==> config.mk <==
export PLATFORM = sky130hd
export DESIGN_NAME = id_ex_pipe
export DESIGN_NICKNAME = d
export VERILOG_FILES = /design/src/rtl/wizard_pkg.sv /design/src/rtl/id_hazard_detect.sv /design/src/rtl/id_ex_pipe.sv
export SDC_FILE = /design/constraint.sdc
export NUM_CORES = 1
export LEC_CHECK = 0
export CAP_MARGIN = 20
export CORE_MARGIN = 2
export CORE_UTILIZATION = 40
export DETAILED_ROUTE_END_ITERATION = 12
export PLACE_DENSITY = 0.75
export SKIP_CTS_REPAIR_TIMING = 1
export SLEW_MARGIN = 30
export SYNTH_ARGS = -nofsm -noshare
export SYNTH_HDL_FRONTEND = slang
export SYNTH_SLANG_ARGS = --single-unit
export TNS_END_PERCENT = 50
==> constraint.sdc <==
create_clock -name i_clk -period 1.7 [get_ports i_clk]
set_input_delay 0.34 -clock i_clk [delete_from_list [all_inputs] [get_ports i_clk]]
set_output_delay 0.34 -clock i_clk [all_outputs]
set_load 0.02 [all_outputs]
==> src/rtl/wizard_pkg.sv <==
// Shared widths, control-bundle bit positions and bubble constants for the ID/EX stage.
package wizard_pkg;

   localparam int XLEN       = 32;
   localparam int REG_AW     = 5;

   localparam int CTRL_EX_W  = 14;
   localparam int CTRL_MEM_W = 4;
   localparam int CTRL_WB_W  = 7;

   localparam int EX_ALUOP_HI  = 13;
   localparam int EX_ALUOP_LO  = 12;
   localparam int EX_ALUSRC_HI = 11;
   localparam int EX_ALUSRC_LO = 10;
   localparam int EX_FUNC3_HI  = 9;
   localparam int EX_FUNC3_LO  = 7;
   localparam int EX_FUNC7_HI  = 6;
   localparam int EX_FUNC7_LO  = 0;

   localparam int CTRL_JUMP     = 3;
   localparam int CTRL_BRANCH   = 2;
   localparam int CTRL_MEMREAD  = 1;
   localparam int CTRL_MEMWRITE = 0;

   localparam int WB_REGWRITE = 6;
   localparam int WB_MEMTOREG = 5;
   localparam int WB_RD_HI    = 4;
   localparam int WB_RD_LO    = 0;

   localparam logic [CTRL_EX_W-1:0]  BUBBLE_EX  = '0;
   localparam logic [CTRL_MEM_W-1:0] BUBBLE_MEM = '0;
   localparam logic [CTRL_WB_W-1:0]  BUBBLE_WB  = '0;

   function automatic logic [REG_AW-1:0] wb_rd(input logic [CTRL_WB_W-1:0] wb);
      return wb[WB_RD_HI:WB_RD_LO];
   endfunction

   function automatic logic mem_is_load(input logic [CTRL_MEM_W-1:0] mem);
      return mem[CTRL_MEMREAD];
   endfunction

endpackage

==> src/rtl/id_hazard_detect.sv <==
// Load-use hazard detector: flags an ID instruction that reads the destination of a load in EX.
module id_hazard_detect
   import wizard_pkg::*;
(
   input  logic                  ex_valid_i,
   input  logic [CTRL_MEM_W-1:0] ex_ctrl_mem_i,
   input  logic [CTRL_WB_W-1:0]  ex_ctrl_wb_i,
   input  logic                  id_valid_i,
   input  logic [REG_AW-1:0]     id_rs1_i,
   input  logic [REG_AW-1:0]     id_rs2_i,
   output logic                  haz_o
);

   logic [REG_AW-1:0] ex_rd;
   logic              ex_load;
   logic              rd_nonzero;
   logic              src_match;

   assign ex_rd      = wb_rd(ex_ctrl_wb_i);
   assign ex_load    = ex_valid_i & mem_is_load(ex_ctrl_mem_i);
   // x0 is hardwired zero, so a load targeting it can never feed a dependent.
   assign rd_nonzero = (ex_rd != '0);
   assign src_match  = (ex_rd == id_rs1_i) | (ex_rd == id_rs2_i);

   assign haz_o = ex_load & rd_nonzero & id_valid_i & src_match;

endmodule

==> src/rtl/id_ex_pipe.sv <==
// ID/EX pipeline register with load-use bubble insertion, branch flush and downstream hold.
module id_ex_pipe
   import wizard_pkg::*;
#(
   parameter int XLEN   = 32,
   parameter int REG_AW = 5
) (
   input  logic                  i_clk,
   input  logic                  i_rst_n,
   input  logic                  i_hold,
   input  logic                  i_flush,
   input  logic                  i_valid,
   input  logic [XLEN-1:0]       i_pc,
   input  logic [XLEN-1:0]       i_rdData1,
   input  logic [XLEN-1:0]       i_rdData2,
   input  logic [XLEN-1:0]       i_imm,
   input  logic [REG_AW-1:0]     i_rdReg1,
   input  logic [REG_AW-1:0]     i_rdReg2,
   input  logic [CTRL_EX_W-1:0]  i_ctrlEX,
   input  logic [CTRL_MEM_W-1:0] i_ctrlMEM,
   input  logic [CTRL_WB_W-1:0]  i_ctrlWB,
   output logic                  o_stall,
   output logic                  o_valid,
   output logic [XLEN-1:0]       o_pc,
   output logic [XLEN-1:0]       o_rdData1,
   output logic [XLEN-1:0]       o_rdData2,
   output logic [XLEN-1:0]       o_imm,
   output logic [REG_AW-1:0]     o_rdReg1,
   output logic [REG_AW-1:0]     o_rdReg2,
   output logic [CTRL_EX_W-1:0]  o_ctrlEX,
   output logic [CTRL_MEM_W-1:0] o_ctrlMEM,
   output logic [CTRL_WB_W-1:0]  o_ctrlWB
);

   logic                  valid_q,   valid_d;
   logic [XLEN-1:0]       pc_q,      pc_d;
   logic [XLEN-1:0]       data1_q,   data1_d;
   logic [XLEN-1:0]       data2_q,   data2_d;
   logic [XLEN-1:0]       imm_q,     imm_d;
   logic [REG_AW-1:0]     rs1_q,     rs1_d;
   logic [REG_AW-1:0]     rs2_q,     rs2_d;
   logic [CTRL_EX_W-1:0]  ctrl_ex_q, ctrl_ex_d;
   logic [CTRL_MEM_W-1:0] ctrl_mem_q, ctrl_mem_d;
   logic [CTRL_WB_W-1:0]  ctrl_wb_q, ctrl_wb_d;
   logic                  haz;

   id_hazard_detect u_haz (
      .ex_valid_i    (valid_q),
      .ex_ctrl_mem_i (ctrl_mem_q),
      .ex_ctrl_wb_i  (ctrl_wb_q),
      .id_valid_i    (i_valid),
      .id_rs1_i      (i_rdReg1),
      .id_rs2_i      (i_rdReg2),
      .haz_o         (haz)
   );

   // A flushed ID instruction is wrong-path, and a held pipe cannot advance,
   // so neither may stall the front end.
   assign o_stall = haz & ~i_flush & ~i_hold;

   always_comb begin
      valid_d    = valid_q;
      pc_d       = pc_q;
      data1_d    = data1_q;
      data2_d    = data2_q;
      imm_d      = imm_q;
      rs1_d      = rs1_q;
      rs2_d      = rs2_q;
      ctrl_ex_d  = ctrl_ex_q;
      ctrl_mem_d = ctrl_mem_q;
      ctrl_wb_d  = ctrl_wb_q;
      if (i_flush || (!i_hold && haz)) begin
         valid_d    = 1'b0;
         pc_d       = '0;
         data1_d    = '0;
         data2_d    = '0;
         imm_d      = '0;
         rs1_d      = '0;
         rs2_d      = '0;
         ctrl_ex_d  = BUBBLE_EX;
         ctrl_mem_d = BUBBLE_MEM;
         ctrl_wb_d  = BUBBLE_WB;
      end else if (!i_hold) begin
         valid_d    = i_valid;
         pc_d       = i_pc;
         data1_d    = i_rdData1;
         data2_d    = i_rdData2;
         imm_d      = i_imm;
         rs1_d      = i_rdReg1;
         rs2_d      = i_rdReg2;
         ctrl_ex_d  = i_ctrlEX;
         ctrl_mem_d = i_ctrlMEM;
         ctrl_wb_d  = i_ctrlWB;
      end
   end

   always_ff @(posedge i_clk or negedge i_rst_n) begin
      if (!i_rst_n) begin
         valid_q    <= 1'b0;
         pc_q       <= '0;
         data1_q    <= '0;
         data2_q    <= '0;
         imm_q      <= '0;
         rs1_q      <= '0;
         rs2_q      <= '0;
         ctrl_ex_q  <= BUBBLE_EX;
         ctrl_mem_q <= BUBBLE_MEM;
         ctrl_wb_q  <= BUBBLE_WB;
      end else begin
         valid_q    <= valid_d;
         pc_q       <= pc_d;
         data1_q    <= data1_d;
         data2_q    <= data2_d;
         imm_q      <= imm_d;
         rs1_q      <= rs1_d;
         rs2_q      <= rs2_d;
         ctrl_ex_q  <= ctrl_ex_d;
         ctrl_mem_q <= ctrl_mem_d;
         ctrl_wb_q  <= ctrl_wb_d;
      end
   end

   assign o_valid   = valid_q;
   assign o_pc      = pc_q;
   assign o_rdData1 = data1_q;
   assign o_rdData2 = data2_q;
   assign o_imm     = imm_q;
   assign o_rdReg1  = rs1_q;
   assign o_rdReg2  = rs2_q;
   assign o_ctrlEX  = ctrl_ex_q;
   assign o_ctrlMEM = ctrl_mem_q;
   assign o_ctrlWB  = ctrl_wb_q;

endmodule

# [Word level (Yosys, flattened, before mapping)]
# Index checks and enable logic that the tools add are counted.
[totals] latchBits=0 output_inout_bits=165 mem_count=0 regBits=164 ram_bits=0 word_cells=46 input_bits=168 romBits=0
[op_classes] magnitude_cmp=0 reduce_logical=4 n_shift=0 addsub=0 n_mul=0 eq_ne=3 div_mod_pow=0 mux=20 bitwise_logic=9
[ops] operator="$mux W32" count=8
[ops] operator="$mux W14" count=2
[ops] operator="$mux W5" count=4
[ops] operator="$mux W7" count=2
[ops] operator="$eq A5 B5 Y1" count=2
[ops] operator="$mux W4" count=2
[ops] operator="$and A1 B1 Y1" count=6
[ops] operator="$reduce_bool A5 Y1" count=1
[ops] operator="$mux W1" count=2
[ops] operator="$ne A2 B1 Y1 const B" count=1
[ops] operator="$not A1 Y1" count=2
[ops] operator="$logic_and A1 B1 Y1" count=1
[ops] operator="$logic_not A1 Y1" count=1
[ops] operator="$logic_or A1 B1 Y1" count=1
[ops] operator="$or A1 B1 Y1" count=1

# [Longest topological paths before layout]
[logic_depth] ltp_word=7 ltp_mapped=6 ltp_nobuf=4

# [Modules after synthesis]
# Synthesis repeated with hierarchy kept, for this count alone.
[unflattened] hier_cells=403 hier_area_um2=6271.0
[modules_own_cells] module="id_ex_pipe" area_per_inst_um2=6142.1 instances=1 cells_per_inst=386 seq_area_each_um2=4103.9
[modules_own_cells] module="id_hazard_detect" area_per_inst_um2=128.9 instances=1 cells_per_inst=17 seq_area_each_um2=0.0

# [Worst setup path after synthesis]
# No wires, ideal clock.
[synth_path] kind="register -> output" startpoint="register ctrl_wb_q[4], in the netlist o_ctrlWB[4]" endpoint="output port o_stall" path_slack_ns=-0.061 arrival_time_ns=1.421 t_required_ns=1.360 path_buffers=1 stages_incl_launch_ff=6 path_cell_list="dfrtp_1 -> xnor2_1 -> nand3_1 -> o22ai_2 -> buf_6 -> and3b_1"
[synth_via] elab_chain_cells=6 word_cells_on_any_way=9 classes_between="2 x eq/ne; 6 x bitwise; 1 x reduce/logical"
[synth_lines] element="from (decl)" line="id_ex_pipe.sv:44" rtl="logic [CTRL_WB_W-1:0] ctrl_wb_q, ctrl_wb_d;"
[synth_lines] element="from (signal assigned)" line="id_ex_pipe.sv:119" rtl="ctrl_wb_q <= ctrl_wb_d;"
[synth_lines] element="$reduce_bool A5 Y1" line="id_hazard_detect.sv:22" rtl="assign rd_nonzero = (ex_rd != '0);"
[synth_lines] element="$and A1 B1 Y1 (2 in a row)" line="id_hazard_detect.sv:25" rtl="assign haz_o = ex_load & rd_nonzero & id_valid_i & src_match;"
[synth_lines] element="$and A1 B1 Y1 (*)" line="id_hazard_detect.sv:25"
[synth_lines] element="$and A1 B1 Y1 (*) (2 in a row)" line="id_ex_pipe.sv:59" rtl="assign o_stall = haz & ~i_flush & ~i_hold;"
[synth_lines] element="to (decl)" line="id_ex_pipe.sv:22" rtl="output logic o_stall,"
# Every way passes the cells marked *; elsewhere a longest branch is shown, timed or not.

# [Worst setup path after layout]
# Ends and elaborated chain as after synthesis.

==> flow_summary.ini <==
[pwr]
ir_drop_mv = 0.564
power_leakage_nw = 5.35
power_density_nw_per_um2 = 804

[cts]
clk_pin_slew_ns = 0.07
cts_tree = yes
clk_path_buf_depth = 2
clock_latency_ns = 0.43
h-tree-depth = 4
clkSinkCount = 164
cts-root-buf = clkbuf_16
cts-buffers-inserted = 17

[drt]
drtIter0Drc = 215
totalWireLength_um = 24700
wl_per_cell_um = 21.0
drc = 0
detail-route-antenna-nets = 0
vias = 6241
viasPerCell = 5.30
first_pass_iters = 4

[synth]
yosysWarnings = 0
synth_top_family_by_area = compound AO/OA/AOI/OAI gates
synth-simple-area-share_pct = 0.526
synth_fa_ha_area_share_pct = 0
synth_cell_types = 16
synthMuxAreaShare_pct = 19.7
synthCells = 584
netlist_area_um2 = 8320
ys_seq_area_share_pct = 49.3
synth_xor_area_share_pct = 1.05
synth_area_per_cell_um2 = 14.2
ys_seq_elements = 164
synth_compound_area_share_pct = 24.0
synth_nets = 752

[timing]
setup_slack_ns = -0.349
post-route-min-period_ns = 2.05
relSlewSlack_pct = 51.0
worst_pin_slew_ns = 0.734
skew_ns = 0.00955
timing.fmax_ghz = 0.488
hold_viol = 0
rsz0062_at_grt = yes
drv_slew = 0
finalSetupViolCount = 316
holdWs_ns = 0.414
fin_crit_sh_pct = 121

[die]
core_um2 = 20300
pin_count = 333
dieArea_um2 = 22000
die_w_um = 148
die_y_um = 148
rows = 52
start_util_pct = 41.0

[worst_setup_path]
r2r_cells = 6
cp.arrival_ns = 1.71
reg2reg_slack_ns = -0.19
startpoint = o_ctrlWB[4]$_DFFE_PN0P_
cp.required_ns = 1.36
crit_fanout = 3
r2r-start = o_ctrlWB[4]$_DFFE_PN0P_
path_class = flip-flop to output pin
worst_r2r_endpoint = o_pc[12]$_DFFE_PN0P_
cp-start-kind = flip-flop
endpoint_kind = output pin

[placed_design]
dp.cells = 1140
dp_hpwl_um = 15300
place_area_um2 = 11900
port-buffer-count = 332
finalWeightedCongestion = 0.773
place_ws_ns = -0.840

[layout]
final_cell_area_um2 = 12700
synthToLayoutAreaGrowth_pct = 53.1
drive_gt1_share_pct = 25.8
fin_cells = 1178
mostFrequentLayoutCell = clkdlybuf4s50_1
fillCellCount = 1600
final_cell_mix = 320 x clkdlybuf4s50_1, 164 x mux2i_1, 160 x dfrtp_1, 150 x a211oi_2, 22 x clkbuf_16
num-nets-final = 1063
antenna_cells = 0

[global_routing]
grt_pass1_wl_um = 37000
grt_pass1_vias = 6418
grt_overflow = 0
globalRouteTotalUtil_pct = 21.4
grt_start_max_net_pins = 99
antenna_found_initial = 0

[run]
drv_cap = 0

[status]
outcome = finished, violations left
violations = negative setup slack

[hold_path]
worst_hold_path_type = input port to asynchronous set/reset pin
[state kept, by name, indices dropped and copies added, names as in the netlist, 5 cells and up]
name / cells
o_imm: 32
o_pc: 32
o_rdData1: 32
o_rdData2: 32
o_ctrlEX: 14
o_ctrlWB: 7
o_rdReg1: 5
o_rdReg2: 5
[kinds of logic (layout without fill, tap and decap cells)]
family | count (synthesis) | in the layout
flops | 164 | 164
mux | 164 | 164
xor+xnor | 10 | 10
compound gates | 166 | 166
simple gates | 8 | 8
buf+inv | 72 | 396
[Yosys cell counts]
cell type | instances | area (um^2)
dfrtp_1 | 164 | 4100
mux2i_1 | 164 | 1640
a211oi_2 | 150 | 1880
buf_2 | 36 | 180
clkbuf_1 | 19 | 71.3
buf_6 | 17 | 191
a211oi_1 | 14 | 105
xnor2_1 | 10 | 87.6
nand2_1 | 2 | 7.51
nand3_1 | 2 | 10.0
a21oi_1 | 1 | 5.00
and3b_1 | 1 | 8.76
nand4b_1 | 1 | 8.76
nor2_1 | 1 | 3.75
nor3_1 | 1 | 5.00
o22ai_2 | 1 | 12.5
[metrics by stage]
stage,TNS [ns],util [%],power [W]
after floorplan,0,-,0.00544
after global placement,-107.73,58.6,0.00654
final,-25.15,62.7,0.0102
after global routing,-44.95,62.7,0.0107
after CTS,-56.98,61.4,0.0103
after detailed placement,-108.25,58.6,0.00656
[critical path: stages, from the launching register on]
cell     delay, ns
dfrtp_2       0.46
xnor2_2       0.18
nand3_2       0.11
o22ai_4       0.20
and3b_2       0.22
buf_6         0.11
[where the power goes]
part	total [W]	internal [W]	switching [W]	leakage, nW
clock	0.00370	0.00195	0.00175	0.275
combinational	0.00229	0.00118	0.00111	2.91
sequential	0.00426	0.00412	0.000135	2.17
[metal layers]
layer	global-route usage (%)	share of wire [%]
met5	0	0
met4	6.29	1.1
met3	6.93	8.0
met2	33.1	47
met1	28.9	44
[worst max-delay path by stage]
stage,to,depth (start not counted)
3_5_place_dp,o_stall,6
2_1_floorplan,o_stall,5
4_1_cts,o_stall,5
5_1_grt,o_stall,5
6_report,o_stall,5
3_3_place_gp,o_stall,6
[area by class of cell]
| cell class | instances | area [um^2] | share of cell area, % |
|---|---|---|---|
| sequential | 164 | 4110 | 32.3 |
| clock inverter | 14 | 119 | 0.933 |
| tap | 270 | 338 | 2.65 |
| clock buffer | 18 | 439 | 3.45 |
| multi-input combinational | 348 | 3860 | 30.3 |
| timing repair buffer | 364 | 3870 | 30.4 |
Power figures use the tool's default switching activity.
